`src/rtl/bfloat16_mac_tree_pipe.sv`:
```
// Pipelined bfloat16 dot-product engine: multiplier row, registered adder
// tree, and a group accumulator with valid/ready handshakes on both sides.

module bfloat16_multiplier (
    input  logic [15:0] a,
    input  logic [15:0] b,
    output logic [15:0] y
);
    logic              sy;
    logic              a_zero, b_zero, a_inf, b_inf, a_nan, b_nan;
    logic [15:0]       prod;
    logic [6:0]        mant;
    logic              grd, stk, rnd;
    logic [7:0]        mant_r;
    logic signed [9:0] exp_n, exp_r;

    // Subnormal inputs and results flush to signed zero; rounding is RNE.
    always_comb begin
        sy     = a[15] ^ b[15];
        a_zero = a[14:7] == 8'd0;
        b_zero = b[14:7] == 8'd0;
        a_inf  = (a[14:7] == 8'hFF) && (a[6:0] == 7'd0);
        b_inf  = (b[14:7] == 8'hFF) && (b[6:0] == 7'd0);
        a_nan  = (a[14:7] == 8'hFF) && (a[6:0] != 7'd0);
        b_nan  = (b[14:7] == 8'hFF) && (b[6:0] != 7'd0);
        prod   = {1'b1, a[6:0]} * {1'b1, b[6:0]};
        exp_n  = $signed({2'b00, a[14:7]}) + $signed({2'b00, b[14:7]})
               - 10'sd127;
        if (prod[15]) begin
            mant  = prod[14:8];
            grd   = prod[7];
            stk   = |prod[6:0];
            exp_n = exp_n + 10'sd1;
        end else begin
            mant  = prod[13:7];
            grd   = prod[6];
            stk   = |prod[5:0];
        end
        rnd    = grd & (stk | mant[0]);
        mant_r = {1'b0, mant} + {7'd0, rnd};
        exp_r  = exp_n + $signed({9'd0, mant_r[7]});
        y      = {sy, exp_r[7:0], mant_r[6:0]};
        if (exp_r > 10'sd254) begin
            y = {sy, 8'hFF, 7'd0};
        end else if (exp_r < 10'sd1) begin
            y = {sy, 15'd0};
        end
        if (a_nan | b_nan | (a_inf & b_zero) | (b_inf & a_zero)) begin
            y = 16'h7FC0;
        end else if (a_inf | b_inf) begin
            y = {sy, 8'hFF, 7'd0};
        end else if (a_zero | b_zero) begin
            y = {sy, 15'd0};
        end
    end
endmodule

module bfloat16_adder (
    input  logic [15:0] a,
    input  logic [15:0] b,
    output logic [15:0] y
);
    logic              swap, big_s, eff_sub, stk_in;
    logic              a_zero, b_zero, a_inf, b_inf, a_nan, b_nan;
    logic [7:0]        big_e, sml_e, d;
    logic [6:0]        big_m, sml_m, mant;
    logic [17:0]       big_x, sml_x;
    logic [35:0]       wide;
    logic [18:0]       sum, norm;
    logic [4:0]        msb;
    logic              grd, stk, rnd;
    logic [7:0]        mant_r;
    logic signed [9:0] exp_n, exp_r;

    function automatic logic [4:0] msb19(input logic [18:0] v);
        msb19 = 5'd0;
        for (int i = 0; i < 19; i++) begin
            if (v[i]) msb19 = i[4:0];
        end
    endfunction

    always_comb begin
        a_zero  = a[14:7] == 8'd0;
        b_zero  = b[14:7] == 8'd0;
        a_inf   = (a[14:7] == 8'hFF) && (a[6:0] == 7'd0);
        b_inf   = (b[14:7] == 8'hFF) && (b[6:0] == 7'd0);
        a_nan   = (a[14:7] == 8'hFF) && (a[6:0] != 7'd0);
        b_nan   = (b[14:7] == 8'hFF) && (b[6:0] != 7'd0);
        swap    = b[14:0] > a[14:0];
        big_s   = swap ? b[15]   : a[15];
        big_e   = swap ? b[14:7] : a[14:7];
        big_m   = swap ? b[6:0]  : a[6:0];
        sml_e   = swap ? a[14:7] : b[14:7];
        sml_m   = swap ? a[6:0]  : b[6:0];
        d       = big_e - sml_e;
        eff_sub = a[15] ^ b[15];
        big_x   = {1'b1, big_m, 10'd0};
        wide    = {1'b1, sml_m, 10'd0, 18'd0} >> d;
        // Bits shifted past the guard field collapse into one sticky LSB.
        if (d > 8'd17) begin
            sml_x  = 18'd0;
            stk_in = 1'b1;
        end else begin
            sml_x  = wide[35:18];
            stk_in = |wide[17:0];
        end
        sml_x = sml_x | {17'd0, stk_in};
        if (eff_sub) begin
            sum = {1'b0, big_x} - {1'b0, sml_x};
        end else begin
            sum = {1'b0, big_x} + {1'b0, sml_x};
        end
        msb    = msb19(sum);
        norm   = sum << (5'd18 - msb);
        exp_n  = $signed({2'b00, big_e}) + $signed({5'd0, msb}) - 10'sd17;
        mant   = norm[17:11];
        grd    = norm[10];
        stk    = |norm[9:0];
        rnd    = grd & (stk | mant[0]);
        mant_r = {1'b0, mant} + {7'd0, rnd};
        exp_r  = exp_n + $signed({9'd0, mant_r[7]});
        y      = {big_s, exp_r[7:0], mant_r[6:0]};
        if (exp_r > 10'sd254) begin
            y = {big_s, 8'hFF, 7'd0};
        end else if (exp_r < 10'sd1) begin
            y = {big_s, 15'd0};
        end
        if (a_nan | b_nan | (a_inf & b_inf & eff_sub)) begin
            y = 16'h7FC0;
        end else if (a_inf) begin
            y = a;
        end else if (b_inf) begin
            y = b;
        end else if (a_zero & b_zero) begin
            y = {a[15] & b[15], 15'd0};
        end else if (a_zero) begin
            y = b;
        end else if (b_zero) begin
            y = a;
        end else if (!norm[18]) begin
            y = 16'h0000;
        end
    end
endmodule

module bfloat16_mac_tree_pipe #(
    parameter int NUM_PAIRS = 8,
    parameter int CNT_W     = 16
) (
    input  logic                   clk,
    input  logic                   rst_n,
    input  logic                   in_valid,
    output logic                   in_ready,
    input  logic [NUM_PAIRS*16-1:0] in_a,
    input  logic [NUM_PAIRS*16-1:0] in_b,
    input  logic                   in_acc,
    input  logic                   in_last,
    output logic                   out_valid,
    input  logic                   out_ready,
    output logic [15:0]            out_data,
    output logic [CNT_W-1:0]       out_beats
);
    localparam int LOG2_P = $clog2(NUM_PAIRS);
    localparam int NODES  = 2 * NUM_PAIRS - 1;
    localparam int TOP    = NODES - 1;

    logic                  stall;
    logic [16*NODES-1:0]   node_d, node_q;
    logic [LOG2_P:0]       vld, accf, lastf;
    logic [15:0]           tree, acc_sum, grp_sum;
    logic [15:0]           grp_acc;
    logic [CNT_W-1:0]      grp_cnt, cnt_n;
    logic                  grp_first;

    assign stall    = out_valid & ~out_ready;
    assign in_ready = ~stall;

    // Node layout: leaves 0..N-1 hold products; each tree level follows.
    for (genvar k = 0; k < NUM_PAIRS; k++) begin : g_mul
        bfloat16_multiplier u_mul (
            .a (in_a[16*k +: 16]),
            .b (in_b[16*k +: 16]),
            .y (node_d[16*k +: 16])
        );
    end

    for (genvar l = 1; l <= LOG2_P; l++) begin : g_lvl
        for (genvar j = 0; j < (NUM_PAIRS >> l); j++) begin : g_add
            localparam int SRC = 2*NUM_PAIRS - ((2*NUM_PAIRS) >> (l-1)) + 2*j;
            localparam int DST = 2*NUM_PAIRS - ((2*NUM_PAIRS) >> l) + j;
            bfloat16_adder u_add (
                .a (node_q[16*SRC +: 16]),
                .b (node_q[16*(SRC+1) +: 16]),
                .y (node_d[16*DST +: 16])
            );
        end
    end

    always_ff @(posedge clk) begin
        if (!stall) begin
            node_q <= node_d;
        end
    end

    always_ff @(posedge clk) begin
        if (!rst_n) begin
            vld   <= '0;
            accf  <= '0;
            lastf <= '0;
        end else if (!stall) begin
            vld   <= {vld[LOG2_P-1:0], in_valid & in_ready};
            accf  <= {accf[LOG2_P-1:0], in_acc};
            lastf <= {lastf[LOG2_P-1:0], in_last};
        end
    end

    assign tree = node_q[16*TOP +: 16];

    bfloat16_adder u_acc (
        .a (grp_acc),
        .b (tree),
        .y (acc_sum)
    );

    always_comb begin
        grp_sum = grp_first ? tree : acc_sum;
        if (grp_first) begin
            cnt_n = CNT_W'(1);
        end else if (&grp_cnt) begin
            cnt_n = grp_cnt;
        end else begin
            cnt_n = grp_cnt + CNT_W'(1);
        end
    end

    // Non-accumulating beats bypass the group state so an open group survives.
    always_ff @(posedge clk) begin
        if (!rst_n) begin
            out_valid <= 1'b0;
            out_data  <= 16'd0;
            out_beats <= '0;
            grp_acc   <= 16'd0;
            grp_cnt   <= '0;
            grp_first <= 1'b1;
        end else if (!stall) begin
            out_valid <= 1'b0;
            if (vld[LOG2_P]) begin
                unique case (1'b1)
                    !accf[LOG2_P]: begin
                        out_valid <= 1'b1;
                        out_data  <= tree;
                        out_beats <= CNT_W'(1);
                    end
                    accf[LOG2_P] & lastf[LOG2_P]: begin
                        out_valid <= 1'b1;
                        out_data  <= grp_sum;
                        out_beats <= cnt_n;
                        grp_acc   <= 16'd0;
                        grp_cnt   <= '0;
                        grp_first <= 1'b1;
                    end
                    accf[LOG2_P] & !lastf[LOG2_P]: begin
                        grp_acc   <= grp_sum;
                        grp_cnt   <= cnt_n;
                        grp_first <= 1'b0;
                    end
                endcase
            end
        end
    end
endmodule

```
`config.mk`:
```
export PLATFORM = sky130hd
export DESIGN_NAME = bfloat16_mac_tree_pipe
export DESIGN_NICKNAME = d
export VERILOG_FILES = /design/src/rtl/bfloat16_mac_tree_pipe.sv
export SDC_FILE = /design/constraint.sdc
export NUM_CORES = 2
export LEC_CHECK = 0
export ABC_AREA = 1
export CAP_MARGIN = 20
export CORE_MARGIN = 5
export CORE_UTILIZATION = 55
export DETAILED_ROUTE_END_ITERATION = 8
export PLACE_DENSITY = 0.88
export SETUP_SLACK_MARGIN = 0.2
export SLEW_MARGIN = 20
export SYNTH_ARGS = -nofsm -noshare
export SYNTH_HDL_FRONTEND = slang
export SYNTH_SLANG_ARGS = --single-unit
```
`constraint.sdc`:
```
create_clock -name clk -period 10 [get_ports clk]
set_input_delay 1.5 -clock clk [delete_from_list [all_inputs] [get_ports clk]]
set_output_delay 1.5 -clock clk [all_outputs]
set_load 0.01 [all_outputs]
```
# After elaboration in Yosys (flattened, before gate mapping)
# Index checks and enable logic that the tools add are counted.
# classes
bitwise_logic,166
shift,16
mux,347
n_mul,8
n_eq_ne,32
reduce_logical,216
n_lt_le_gt_ge,48
addsub,105
# op_table
op,n
$mux 16,52
$mux 15,40
$shr 36x8->36,8
$eq 8x8->1 const B,32
$logic_not 8->1,32
$mux 4,64
$logic_not 7->1,32
$mux 7,32
$reduce_bool 7->1,32
$add 10x2->10,16
$gt 10x9->1 const B,16
$lt 10x2->1 const B,16
$add 18x18->19,8
$mux 19,8
$shl 19x5->19,8
$sub 18x18->19,8
$mux 18,8
$or 18x1->18,8
$reduce_or 18->1,8
$add 7x1->8,16
$mul 8x8->16,8
$mux 8,16
$pmux 16 s2,4
$gt 15x15->1,8
other kinds (29),458
# totals
elab_cells,978
regBits,318
out_inout_bits,34

# Logic depth before layout (Yosys ltp)
# logic_depth
word_depth,46
ltp_mapped,89

# Modules after synthesis
# Synthesis repeated with hierarchy kept, for this count alone.
# hier_totals
cells_unflattened,14190
hier_area_um2,87012.2
# modules_own_cells
module,instances,seq_area_each_um2,cells_per_inst,area_per_inst_um2
bfloat16_adder,8,0.0,1020,5470.2
bfloat16_multiplier at g_mul[2].u_mul ...,5,0.0,653,4041.4
bfloat16_mac_tree_pipe,1,8768.4,764,10870.4
bfloat16_multiplier at g_mul[1].u_mul,1,0.0,666,4100.2
bfloat16_multiplier at g_mul[7].u_mul,1,0.0,685,4083.9
bfloat16_multiplier at g_mul[0].u_mul,1,0.0,650,3988.8

# Worst setup path before layout
# Ideal clock, no wire load.
# synth_timing
path_type,input port to output port
start,input port out_ready
end,output port in_ready
cell_stages,3
t_arrival_ns,8.431
path_slack_ns,0.069
path_cell_list,nor2_1 inv_1 clkbuf_1
# synth_via
elab_chain_cells,3
# synth_lines
element,line,source
"start, declared",159,"input logic out_ready,"
$not 1->1,175,assign stall = out_valid & ~out_ready;
$and 1x1->1,175,
$not 1->1 (no source line),n/a,
"end, declared",153,"output logic in_ready,"
# No other way between the ends.

# Worst setup path in the final report
# layout_timing
start,register node_q[45]
end,"register node_q[156], data pin"
# layout_via
elab_chain_cells,43
elab_cells_between_ends,61
classes_between,8 x add/sub; 4 x order compare; 1 x eq/ne; 2 x shift; 33 x mux; 8 x bitwise; 5 x reduce/logical
# layout_lines
element,line,source
"start, declared",168,"logic [16*NODES-1:0] node_d, node_q;"
"start signal, assigned",201,node_q <= node_d;
$gt 15x15->1,89,swap = b[14:0] > a[14:0];
$mux 8 (on tied branches),"91, 93",
$sub 8x8->8,95,d = big_e - sml_e;
$shr 36x8->36,98,"wide = {1'b1, sml_m, 10'd0, 18'd0} >> d;"
$reduce_or 18->1,105,stk_in = |wide[17:0];
$mux 1,100,if (d > 8'd17) begin
$or 18x1->18,107,"sml_x = sml_x | {17'd0, stk_in};"
$add 18x18->19 / $sub 18x18->19 (equally long branches),"111, 109",
(+27 left out),n/a,
$mux 15,125,end else if (exp_r < 10'sd1) begin
$mux 15,123,if (exp_r > 10'sd254) begin
$mux 16,140,end else if (!norm[18]) begin
$mux 16,138,end else if (b_zero) begin
$mux 16,136,end else if (a_zero) begin
$mux 16,134,end else if (a_zero & b_zero) begin
$mux 16,132,end else if (b_inf) begin
$mux 16,130,end else if (a_inf) begin
# Parallel ways exist; a longest one is shown, timed or not.
# A chain may end at the register's enable or synchronous reset.

==> impl_results.md <==
- Status: finished clean
- Final Max Tran Viols: 0
- RePlAce Congestion: 0.998
- Synth Area in Compound Gates: 12.5%
- RSZ-0062 raised after global routing: yes
- Crit. End Element: register
- Max incr delay on CP: 0.42 ns
- Startpoint types: register
- Post-synthesis mux area share: 0.165%
- Largest net degree at the start of global routing: 78
- Post-synth EDFFs: 240
- Die area: 151,000 um2
- Fin nets: 15,000
- Drt pass-1 iters: 7
- First-pass GRT wire length: 363,000 um
- Starting DRT DRC Count: 9,018
- Share of cells above drive strength 1: 12.6%
- Asr flop ratio synth: 0%
- Top FF cell, synth: edfxtp_1
- Post-synthesis sequential area ratio: 11.1%
- Reg clk slew, reported paths: 0.06 ns
- Core area: 143,000 um2
- Slew @ Worst Pin: 1.04 ns
- Synth Area in XOR/XNOR: 5.42%
- Io pins: 296
- Row Count: 139
- Vias per cell: 5.59
- Antenna Cells: 0
- Crit path DAT: 10.03 ns
- Simple-Gate Fraction of Synth Area: 38.1%
- Min-Delay Path Class: register to register
- WL final: 229,000 um
- Clock skew: 0.0189 ns
- Worst skew pair latency: 0.60 ns
- Worst reg-to-reg setup slack: 0.23 ns
- Critical path type: register to register
- Yosys cell types: 89
- Final std cells w/o fill: 15,700
- Starting Density: 55.1%
- Register bit total from synthesis: 318
- DR DRC count: 0
- Initial antenna violation count: 0
- Main combinational cell family by area after synthesis: simple AND/OR/NAND/NOR gates
- Post-synthesis adder-cell area fraction: 19.3%
- Fillers: 12,400
- Mean area per synthesized cell: 6.00 um2
- Placed Cells: 15,400
- CTS root buf: clkbuf_16
- Final ANT Viol Nets: 0
- Post-layout minimum cycle time: 9.77 ns
- Final hold vios: 0
- Die X: 389 um
- Worst slew margin: 30.9%
- Critical-path maximum fanout: 20
- Synth-to-layout area growth: 16.7%
- Fmax achieved: 102 MHz
- Ys Warns: 0
- CTS buffer count: 38
- Slowest cell on crit path: edfxtp_1
- Clock sinks: 318
- CP most frequent cell: nand2_1
- Final period util: 97.7%
- Critical Path RT: 10.26 ns
- Port Buffers: 295
- Mapped Cells: 13,200
- CTS H-Tree Depth: 2
- CTS tree: done
- Detail Placement HPWL: 180,000 um
- Chip height: 389 um
- Post-Syn Area: 78,900 um2
- Remaining global-route overflow: 0
- Max Buffers Root-to-Sink: 3
- Hold-fix buffers, CTS: 0
- Mapped Nets: 14,500
- Wirelength per Cell: 14.6 um
- Detailed-route via count: 87,700
- Max Cap Viol: 0
- GRT Util Overall: 27.4%
- Vias in the first global route: 78,400
- Worst hold slack: 0.465 ns
- # setup viols final: 0
==> per-stage QoR <==
step / worst slack [ns] / setup TNS (ns) / area, um2 / utilization, %
floorplan: 0.257 / 0 / 78900 / -
global placement: 0.125 / 0 / 85600 / 59.8
detailed placement: -0.154 / -1.99 / 85600 / 59.8
CTS: 0.200 / 0 / 87100 / 60.8
global route: -0.285 / -8.32 / 92100 / 64.4
finish: 0.228 / 0 / 92100 / 64.4
==> placed cells by master, fill, tap and decap left out, drive strengths merged, types with 240 or more instances in the layout <==
| master | instances |
|---|---|
| nand2 | 3636 |
| edfxtp | 240 |
| a21oi | 632 |
| inv | 2295 |
| fa | 312 |
| nand4 | 259 |
| buf | 652 |
| nor2 | 904 |
| clkdlybuf4s50 | 284 |
| xor2 | 367 |
| o21ai | 735 |
| nand3 | 1502 |
| ha | 721 |
==> sequential cells by signal, indices dropped and copies added, names as in the netlist <==
signal,count
out_data,16
grp_acc,16
out_beats,16
node_q,240
accf,4
vld,4
grp_first,1
out_valid,1
lastf,4
grp_cnt,16
==> synth_stat cells (25+ instances only) <==
| master | n | area share, % |
|---|---|---|
| fa_1 | 312 | 7.9 |
| o211ai_1 | 67 | 0.64 |
| buf_4 | 30 | 0.29 |
| a31oi_1 | 28 | 0.22 |
| nand2_1 | 3567 | 17 |
| o31ai_1 | 40 | 0.38 |
| inv_1 | 2214 | 11 |
| nor2_1 | 869 | 4.1 |
| nand2_2 | 48 | 0.38 |
| or2_2 | 124 | 0.98 |
| buf_2 | 65 | 0.41 |
| nor3_1 | 143 | 0.91 |
| nor2_2 | 29 | 0.23 |
| nand3_2 | 25 | 0.32 |
| and2_1 | 32 | 0.25 |
| nand3b_1 | 34 | 0.32 |
| nor4_1 | 152 | 1.2 |
| edfxtp_1 | 240 | 9.1 |
| ha_1 | 721 | 11 |
| dfxtp_1 | 78 | 2.0 |
| inv_2 | 70 | 0.33 |
| xnor2_1 | 109 | 1.2 |
| o21ai_0 | 622 | 3.9 |
| nand4_1 | 258 | 2.0 |
| nand3_1 | 1476 | 9.4 |
| clkbuf_1 | 287 | 1.4 |
| xor2_1 | 354 | 3.9 |
| o21bai_1 | 71 | 0.68 |
| o21ai_1 | 107 | 0.68 |
| a21o_1 | 42 | 0.40 |
| a21oi_1 | 626 | 4.0 |
==> layout make-up <==
| type | count | area (um2) | share of cell area (%) |
|---|---|---|---|
| Clock buffer | 43 | 1000 | 1.09 |
| Clock inverter | 26 | 279 | 0.303 |
| Inverter | 2312 | 8760 | 9.52 |
| Multi-Input combinational cell | 10100 | 62800 | 68.1 |
| Sequential cell | 318 | 8780 | 9.53 |
| Tap cell | 1903 | 2380 | 2.59 |
| Timing Repair Buffer | 947 | 8120 | 8.82 |
| Timing Repair inverter | 1 | 8.76 | 0.00951 |
==> per-layer routing <==
layer / wire, um / global-route usage, % / vias to the layer above
met5: 0 / 0 / -
met4: 7280 / 7.90 / 0
met3: 17200 / 2.64 / 587
met2: 108000 / 46.7 / 3866
met1: 96900 / 37.0 / 39400
li1: - / - / 43800
==> critical path, delay by kind of cell, from the launching register on <==
kind	cells	cell delay, ns
and+or+nand+nor	34	4.03
xor gates and xnor gates	2	0.40
AOI/OAI and AO/OA	14	2.03
buffers and inverters	11	1.22
DFF	1	0.42
adders and majority gates	5	1.32
==> final timing paths <==
path                                               start                         to  cells after the start
worst min register to register  out_data[3]$_SDFFE_PN0P_   out_data[3]$_SDFFE_PN0P_                      2
worst max register to register  node_q[45]$_SDFFCE_PP1N_  node_q[156]$_SDFFCE_PP1N_                     66
worst min-delay path            out_data[3]$_SDFFE_PN0P_   out_data[3]$_SDFFE_PN0P_                      2
worst max-delay path            node_q[45]$_SDFFCE_PP1N_  node_q[156]$_SDFFCE_PP1N_                     66
==> cells by family (layout without fill, tap and decap cells) <==
| kind of cell | count (synthesis) | in the layout |
|---|---|---|
| AOI/OAI and AO/OA | 1746 | 1746 |
| and+or+nand+nor | 6848 | 6857 |
| xor gates and xnor gates | 476 | 476 |
| adders and majority gates | 1033 | 1033 |
| DFF | 318 | 318 |
| muxes | 13 | 13 |
| buffers and inverters | 2729 | 3329 |
==> what timing repair did <==
item                       4_1_cts  5_1_grt
resized for setup               26      849
setup endpoints to repair       67      243
setup buffers                    6      220
pin swaps                        3      244
gates cloned                     0       12
Power is not shown: default switching activity piles up to over one toggle a cycle in this logic, so the estimate is an artifact.
